==> src/rtl/p_cacheline_adaptor_pkg.sv <==
// Shared types and sizing for the cacheline adaptor that bridges cache line
// requests onto the 64-bit burst memory bus.
package p_cacheline_adaptor_pkg;

  localparam int unsigned CL_LINE_W   = 256;
  localparam int unsigned CL_BURST_W  = 64;
  localparam int unsigned CL_ADDR_W   = 32;
  localparam int unsigned CL_OFFSET_W = 5;

  // Which upstream cache owns the shared memory port.
  typedef enum logic {
    MUX_ICACHE = 1'b0,
    MUX_DCACHE = 1'b1
  } cache_sel_e;

  // Adaptor control states.
  typedef enum logic [1:0] {
    ST_IDLE  = 2'd0,
    ST_READ  = 2'd1,
    ST_WRITE = 2'd2,
    ST_DONE  = 2'd3
  } adaptor_state_e;

endpackage

==> src/rtl/p_burst_counter.sv <==
// Beat counter for a fixed-length burst.
// Ports:
//   clk, rst_n    - clock, asynchronous active-low reset
//   en_i          - advance the counter this cycle
//   cnt_o         - current beat index (registered)
//   cnt_nxt_c_o   - beat index after this cycle's update (combinational)
//   wrap_c_o      - high when the last beat is being consumed (combinational)
module p_burst_counter #(
  parameter int unsigned BEATS = 4,
  localparam int unsigned CNT_W = (BEATS > 1) ? $clog2(BEATS) : 1
) (
  input  logic             clk,
  input  logic             rst_n,
  input  logic             en_i,
  output logic [CNT_W-1:0] cnt_o,
  output logic [CNT_W-1:0] cnt_nxt_c_o,
  output logic             wrap_c_o
);

  logic [CNT_W-1:0] cnt_q;
  logic [CNT_W-1:0] cnt_d;

  // Power-of-two beat count, so the increment wraps to zero on its own.
  always_comb begin
    cnt_d    = cnt_q;
    wrap_c_o = 1'b0;
    if (en_i) begin
      cnt_d    = cnt_q + CNT_W'(1);
      wrap_c_o = (cnt_q == CNT_W'(BEATS - 1));
    end
  end

  always_ff @(posedge clk or negedge rst_n) begin
    if (!rst_n) begin
      cnt_q <= '0;
    end else begin
      cnt_q <= cnt_d;
    end
  end

  assign cnt_o       = cnt_q;
  assign cnt_nxt_c_o = cnt_d;

endmodule

==> src/rtl/p_cacheline_adaptor.sv <==
// Converts one cacheline read/write from the cache into a BEATS-long burst
// on the memory bus and returns a single-cycle completion pulse.
// Ports:
//   clk, rst            - clock, asynchronous active-low reset (aborts a burst)
//   read_i, write_i     - cache line requests, held until resp_o (write wins)
//   address_i, line_i   - cache-side byte address and write line
//   line_o, resp_o      - assembled read line, one-cycle completion pulse
//   burst_i, resp_i     - memory read beat and beat valid/accept strobe
//   burst_o             - memory write beat
//   address_o           - line-aligned memory address
//   read_o, write_o     - memory read/write request
module p_cacheline_adaptor
  import p_cacheline_adaptor_pkg::*;
#(
  parameter int unsigned LINE_W  = CL_LINE_W,
  parameter int unsigned BURST_W = CL_BURST_W,
  parameter int unsigned ADDR_W  = CL_ADDR_W
) (
  input  logic              clk,
  input  logic              rst,
  input  logic              read_i,
  input  logic              write_i,
  input  logic [ADDR_W-1:0] address_i,
  input  logic [LINE_W-1:0] line_i,
  output logic [LINE_W-1:0] line_o,
  output logic              resp_o,
  input  logic [BURST_W-1:0] burst_i,
  output logic [BURST_W-1:0] burst_o,
  output logic [ADDR_W-1:0] address_o,
  output logic              read_o,
  output logic              write_o,
  input  logic              resp_i
);

  localparam int unsigned BEATS  = LINE_W / BURST_W;
  localparam int unsigned CNT_W  = (BEATS > 1) ? $clog2(BEATS) : 1;
  localparam int unsigned LINE_B = LINE_W / 8;

  // Clears the byte-offset bits to give a line-aligned address.
  localparam logic [ADDR_W-1:0] ALIGN_MASK = ~ADDR_W'(LINE_B - 1);

  adaptor_state_e state_q, state_d;

  logic [ADDR_W-1:0]               address_q, address_d;
  logic [BEATS-1:0][BURST_W-1:0]   rd_line_q, rd_line_d;
  logic [BEATS-1:0][BURST_W-1:0]   wr_line_q, wr_line_d;
  logic [BURST_W-1:0]              burst_q,   burst_d;
  logic                            read_q,    read_d;
  logic                            write_q,   write_d;
  logic                            resp_q,    resp_d;

  logic             cnt_en;
  logic [CNT_W-1:0] cnt;
  logic [CNT_W-1:0] cnt_nxt;
  logic             cnt_wrap;

  p_burst_counter #(
    .BEATS (BEATS)
  ) u_cnt (
    .clk         (clk),
    .rst_n       (rst),
    .en_i        (cnt_en),
    .cnt_o       (cnt),
    .cnt_nxt_c_o (cnt_nxt),
    .wrap_c_o    (cnt_wrap)
  );

  // Next-state, datapath and registered-output decode.
  always_comb begin
    state_d   = state_q;
    address_d = address_q;
    rd_line_d = rd_line_q;
    wr_line_d = wr_line_q;
    cnt_en    = 1'b0;

    unique case (state_q)
      ST_IDLE: begin
        if (write_i) begin
          address_d = address_i & ALIGN_MASK;
          wr_line_d = line_i;
          state_d   = ST_WRITE;
        end else if (read_i) begin
          address_d = address_i & ALIGN_MASK;
          state_d   = ST_READ;
        end
      end
      ST_READ: begin
        cnt_en = resp_i;
        if (resp_i) begin
          rd_line_d[cnt] = burst_i;
          if (cnt_wrap) begin
            state_d = ST_DONE;
          end
        end
      end
      ST_WRITE: begin
        cnt_en = resp_i;
        if (resp_i && cnt_wrap) begin
          state_d = ST_DONE;
        end
      end
      ST_DONE: begin
        state_d = ST_IDLE;
      end
      default: begin
        state_d = ST_IDLE;
      end
    endcase

    // Outputs are registered from the next state so they line up with it.
    read_d  = (state_d == ST_READ);
    write_d = (state_d == ST_WRITE);
    resp_d  = (state_d == ST_DONE);
    burst_d = (state_d == ST_WRITE) ? wr_line_d[cnt_nxt] : '0;
  end

  always_ff @(posedge clk or negedge rst) begin
    if (!rst) begin
      state_q   <= ST_IDLE;
      address_q <= '0;
      rd_line_q <= '0;
      wr_line_q <= '0;
      burst_q   <= '0;
      read_q    <= 1'b0;
      write_q   <= 1'b0;
      resp_q    <= 1'b0;
    end else begin
      state_q   <= state_d;
      address_q <= address_d;
      rd_line_q <= rd_line_d;
      wr_line_q <= wr_line_d;
      burst_q   <= burst_d;
      read_q    <= read_d;
      write_q   <= write_d;
      resp_q    <= resp_d;
    end
  end

  assign line_o    = rd_line_q;
  assign address_o = address_q;
  assign burst_o   = burst_q;
  assign read_o    = read_q;
  assign write_o   = write_q;
  assign resp_o    = resp_q;

endmodule

==> config.mk <==
export PLATFORM = sky130hd
export DESIGN_NAME = p_cacheline_adaptor
export DESIGN_NICKNAME = d
export VERILOG_FILES = /design/src/rtl/p_cacheline_adaptor_pkg.sv /design/src/rtl/p_burst_counter.sv /design/src/rtl/p_cacheline_adaptor.sv
export SDC_FILE = /design/constraint.sdc
export NUM_CORES = 1
export LEC_CHECK = 0
export CORE_AREA = 3 3 277 279
export CTS_CLUSTER_SIZE = 25
export DETAILED_ROUTE_END_ITERATION = 10
export DIE_AREA = 0 0 280 282
export HOLD_SLACK_MARGIN = 0.06
export PLACE_DENSITY = 0.57
export SLEW_MARGIN = 20
export SYNTH_ARGS = -nofsm -noshare
export SYNTH_HDL_FRONTEND = slang
export SYNTH_SLANG_ARGS = --single-unit
==> constraint.sdc <==
create_clock -name clk -period 2.75 [get_ports clk]
set_input_delay 0.825 -clock clk [delete_from_list [all_inputs] [get_ports clk]]
set_output_delay 0.825 -clock clk [all_outputs]
set_load 0.005 [all_outputs]
# Word level (Yosys, flattened, before mapping)
# Cells that the tools add are included.
[op_classes]
add_sub_neg = 1
mul = 0
div = 0
magnitude_cmp = 3
n_eq_ne = 7
shifts = 0
muxes = 19
n_bitwise = 0
reduce_logical = 7
[op_table]
columns = ["operator", "n"]
rows = [
  ["2-to-1 mux 256 bit", 2],
  ["bitwise mux 256 bit", 1],
  ["2-to-1 mux 64 bit", 3],
  ["binary-select mux 64 bit (select 2 bit)", 1],
  ["demux 64 bit (select 2 bit)", 1],
  ["2-to-1 mux 32 bit", 2],
  ["2-to-1 mux 2 bit", 6],
  ["equality test 2 bit, second input constant", 5],
  ["one-hot mux 2 bit (4 select lines)", 1],
  ["< comparator 2 x 3 -> 1 bit, second input constant", 2],
  ["equality test 2 x 1 -> 1 bit, second input constant", 2],
  ["AND reduction 2 bit", 2],
  ["adder 2 x 1 -> 2 bit, second input constant", 1],
  ["greater-or-equal comparator 2 x 1 -> 1 bit, second input constant", 1],
  ["logical AND 1 bit", 2],
  ["zero test 2 bit", 1],
  ["2-to-1 mux 1 bit", 2],
  ["nonzero test 2 bit", 1],
  ["OR reduction 2 bit", 1],
]
[totals]
ff_bits = 615
latch_bits = 0
mem_bits_rw = 0
romBits = 0
in_bits = 357
out_inout_bits = 355
wordCells = 52
memories = 0

# Logic depth before layout (Yosys ltp)
[depth]
word_depth = 9
ltp_mapped = 11
depth_no_buf = 7

# Modules after synthesis
# A second synthesis with hierarchy kept.
[unflattened]
hier_cells = 1687
area_unflattened_um2 = 24440.9
[by_module_without_submodules]
columns = ["module", "n_inst", "cells_per_inst", "area_per_inst_um2", "seq_area_each_um2"]
rows = [
  ["p_cacheline_adaptor", 1, 1681, 24347.1, 15214.6],
  ["p_burst_counter", 1, 6, 93.8, 50.0],
]

# Worst setup path before layout
# OpenSTA, ideal clock, no wires.
[synth_path]
path_kind = "in2reg"
from = "input port resp_i"
to = "register burst_q[55], in the netlist burst_o[55]"
setup_ps = 130
t_arrival_ps = 2127
required_time_ps = 2620
setup_slack_ps = 493
stages = 6
path_buffers = 2
path_cell_list = "buf_2 > nand2_1 > mux2i_4 > buf_2 > mux4_2 > o2bb2ai_1"
[synth_between]
elab_chain_len = 7
word_cells_on_any_way = 12
cone_classes = "eq/ne: 1; mux: 10; reduce/logical: 1"
[synth_lines]
columns = ["item", "line_no", "text"]
rows = [
  ["start, declared", "p_cacheline_adaptor.sv:32", "input logic resp_i"],
  ["2-to-1 mux 1 bit", "p_cacheline_adaptor.sv:76", "unique case (state_q)"],
  ["2-to-1 mux 1 bit", "p_burst_counter.sv:27", "if (en_i) begin"],
  ["2-to-1 mux 2 bit / logical AND 1 bit (equally long branches)", "p_cacheline_adaptor.sv:91, p_cacheline_adaptor.sv:98", ""],
  ["2-to-1 mux 2 bit (on tied branches)", "p_cacheline_adaptor.sv:89, p_cacheline_adaptor.sv:98", ""],
  ["one-hot mux 2 bit (4 select lines)", "p_cacheline_adaptor.sv:76", ""],
  ["equality test 2 bit", "p_cacheline_adaptor.sv:114", "burst_d = (state_d == ST_WRITE) ? wr_line_d[cnt_nxt] : '0;"],
  ["2-to-1 mux 64 bit (*)", "p_cacheline_adaptor.sv:114", ""],
  ["named net burst_d[55]", "p_cacheline_adaptor.sv:47", "logic [BURST_W-1:0] burst_q, burst_d;"],
  ["end signal, assigned", "p_cacheline_adaptor.sv:132", "burst_q <= burst_d;"],
  ["end, declared", "p_cacheline_adaptor.sv:47", ""],
]
# The timed path passes the listed nets; every way through them passes the cells marked *. The select of a mux whose other input is x is not followed.
# A chain may end at the register's enable or synchronous reset.

==> results.sh <==
export IMPL_synth_xor_area_frac=0.000352
export IMPL_num_vias=16900
export IMPL_drc=0
export IMPL_post_dp_cell_area_sq_um=33900
export IMPL_slew_limit_headroom=0.660
export IMPL_outcome="finished, final reports clean"
export IMPL_cp_data_arrival_time_ps=2960
export IMPL_synth_area_per_cell_sq_um=14.2
export IMPL_finalSetupViolCount=0
export IMPL_synth_top_family_by_area="multiplexers"
export IMPL_fin_area_sq_um=36300
export IMPL_die_height_um=282
export IMPL_clockRootBuffer="clkbuf_16"
export IMPL_grt_setup_unrepaired="no"
export IMPL_ys_flop_type="dfrtp_1"
export IMPL_crit_fanout=18
export IMPL_dr_first_iter_drc_count=700
export IMPL_cts_tree="built"
export IMPL_numClockSinks=610
export IMPL_ys_warn_count=0
export IMPL_grt_overflow_total=0
export IMPL_dp_cells=3417
export IMPL_grt_pass1_wl_mm=116
export IMPL_grt_use_total=0.196
export IMPL_clock_latency_ps=600
export IMPL_synth_compound_area_frac=0.0254
export IMPL_hold_buffers=0
export IMPL_timing_final_crit_period_ps=2480
export IMPL_p_leak_nw=16.1
export IMPL_num_nets_final=2884
export IMPL_ys_seq_area_frac=0.614
export IMPL_grt_max_degree=90
export IMPL_switching_power_mw=13.0
export IMPL_p_comb_frac=0.429
export IMPL_drt_antenna_violating_nets=0
export IMPL_power_density_nw_per_um2=1170
export IMPL_die_area_sq_um=79000
export IMPL_core_sq_um=74400
export IMPL_cts_clk_slew_worst_paths_ps=60
export IMPL_hold_path_class="primary input to asynchronous set/reset pin"
export IMPL_antenna_found_initial=32
export IMPL_sequentialPowerShare=0.351
export IMPL_grt_pass1_vias=18400
export IMPL_vias_per_cell=4.76
export IMPL_drv_cap=0
export IMPL_wire_per_inst_um=22.1
export IMPL_finalNonFillerCells=3561
export IMPL_fmax_mhz=403
export IMPL_ys_types=30
export IMPL_firstDrtPassIters=5
export IMPL_dp_hpwl_mm=58.5
export IMPL_syn_inst=1751
export IMPL_core_rowCount=100
export IMPL_synthSimpleGateAreaFrac=0.0610
export IMPL_peakVddDrop_mv=0.648
export IMPL_synth_area_mux_share=0.271
export IMPL_async_flop_share=1.00
export IMPL_initial_core_util=0.334
export IMPL_worstSetupStartpointType="register"
export IMPL_cts_buffers=70
export IMPL_cts_buffer_depth=3
export IMPL_required_ps=3230
export IMPL_drt_wl_total_mm=78.9
export IMPL_post_place_ws_ps=-128
export IMPL_htreeDepth=3
export IMPL_gp_congestion=0.827
export IMPL_fin_ws_ps=268
export IMPL_area_growth_syn_to_layout_pct=46.0
export IMPL_maxSlewViolCount=0
export IMPL_p_sw_frac=0.306
export IMPL_synth_adder_area_share=0.00352
export IMPL_ctsResizeCount=0
export IMPL_cp_end_kind="register"
export IMPL_io_pins=712
export IMPL_critPathKind="register to register"
export IMPL_r2r_setup_slack_ps=270
export IMPL_worst_slew_pin_slew_ps=509
export IMPL_synth_seq_cells=610
export IMPL_numPortBuffers=701
export IMPL_syn_cell_area_sq_um=24900
export IMPL_post_cts_buffers=0
export IMPL_hold_viol=0
export IMPL_p_int_mw=29.5
export IMPL_finalCritPeriodShare=0.903
export IMPL_synth_edf_count=0
export IMPL_final_layout_size_suffix_gt1_frac=0.272
export IMPL_fin_skew_ps=22.6
export IMPL_die_width_um=280
export IMPL_clkPwrFrac=0.220
==> state kept, by name, indices dropped and copies added, names as in the netlist <==
register,cells
line_o,256
wr_line_q,256
burst_o,64
address_o,27
state_q,2
u_cnt.cnt_o,2
read_o,1
resp_o,1
write_o,1
==> cell usage in the layout (no fill, tap or decap), types with 2 or more instances in the layout <==
master           count
buf_12              46
nor2_1               3
a21oi_1              2
o21ai_0              2
inv_6                2
clkbuf_1            16
buf_4               57
mux2i_1             64
nor2b_1              2
clkdlybuf4s50_1    700
clkinv_8             2
conb_1               5
mux4_2              64
ha_1                 7
nand2_1            386
inv_1                7
o2bb2ai_1           64
clkinv_4             2
mux2_2             411
clkbuf_16           71
dfrtp_1            610
clkbuf_8            10
nand3_4              4
bufinv_16            6
clkinvlp_4           2
clkinv_2            15
diode_2             18
==> worst paths after layout <==
kind / to / start / cells after the start
setup / recovery: burst_o[61] / state_q[0] / 8
hold / removal: burst_o[44] / rst / 1
setup reg to reg: burst_o[61] / state_q[0] / 8
hold reg to reg: wr_line_q[76] / wr_line_q[76] / 2
max in group asynchronous: wr_line_q[250] / rst / 2
min in group clk: wr_line_q[76] / wr_line_q[76] / 2
==> per-stage QoR <==
stage          TNS [ps]  utilization  hold WS (ps)  power [mW]
6_report              0        0.488           106        42.5
5_1_grt               0        0.487          82.3        45.2
4_1_cts               0        0.487          64.1        43.2
3_5_place_dp       -577        0.456           457        33.5
3_3_place_gp       -566        0.456           452        33.1
2_1_floorplan         0            -           440        23.9
==> worst max-delay path, stage by stage, from the launching register on <==
cell	delay (ps)
dfrtp_1	420
inv_1	100
ha_1	390
and2_4	290
buf_4	280
mux2_2	380
mux2i_1	280
buf_4	170
o2bb2ai_1	60
==> kinds of logic (layout without fill, tap and decap cells) <==
logic type | after synthesis | count (layout)
buffers and inverters | 118 | 937
AND/OR/NAND/NOR | 399 | 399
XOR/XNOR | 1 | 1
AO/OA/AOI/OAI | 75 | 75
flip-flops | 610 | 610
multiplexers | 540 | 540
other | 1 | 23
adder cells (fa/ha/maj) | 7 | 7
==> power groups by stage <==
stage / clock [mW] / sequential, mW / combinational [mW]
after floorplan: 0 / 14.9 / 9.06
after global placement: 0 / 14.8 / 18.3
after detailed placement: 0 / 15.0 / 18.5
after CTS: 9.67 / 14.9 / 18.6
after global routing: 10.1 / 15.4 / 19.7
final: 9.35 / 14.9 / 18.2
==> synth_stat cells (3+ instances only) <==
library cell / instances / share of area
nand2_1: 387 / 0.058
mux4_2: 64 / 0.058
mux2_2: 411 / 0.19
o2bb2ai_1: 64 / 0.023
ha_1: 7 / 0.0035
nor2_1: 3 / 0.00045
mux2i_1: 64 / 0.026
buf_2: 44 / 0.0089
dfrtp_1: 610 / 0.61
inv_1: 7 / 0.0011
buf_6: 8 / 0.0036
nand3_1: 5 / 0.0010
clkbuf_1: 43 / 0.0065
buf_4: 15 / 0.0045
==> final cells by class <==
cell class	count	area (sq um)
fill	6496	38100
sequential	610	15300
multi-input combinational	1027	9070
timing repair buffer	804	8370
clock buffer	97	1970
tap	969	1210
clock inverter	29	338
antenna	18	45.0
inverter	7	26.3
==> per-layer routing <==
metal / vias to the layer above / wire (um) / share of wire / global-route usage
met5: - / 181 / 0.0023 / 0
met4: 28 / 2240 / 0.028 / 0.0754
met3: 140 / 7360 / 0.093 / 0.0805
met2: 586 / 38900 / 0.49 / 0.328
met1: 8537 / 30200 / 0.38 / 0.226
li1: 7649 / - / - / -
Power figures use the tool's default switching activity.
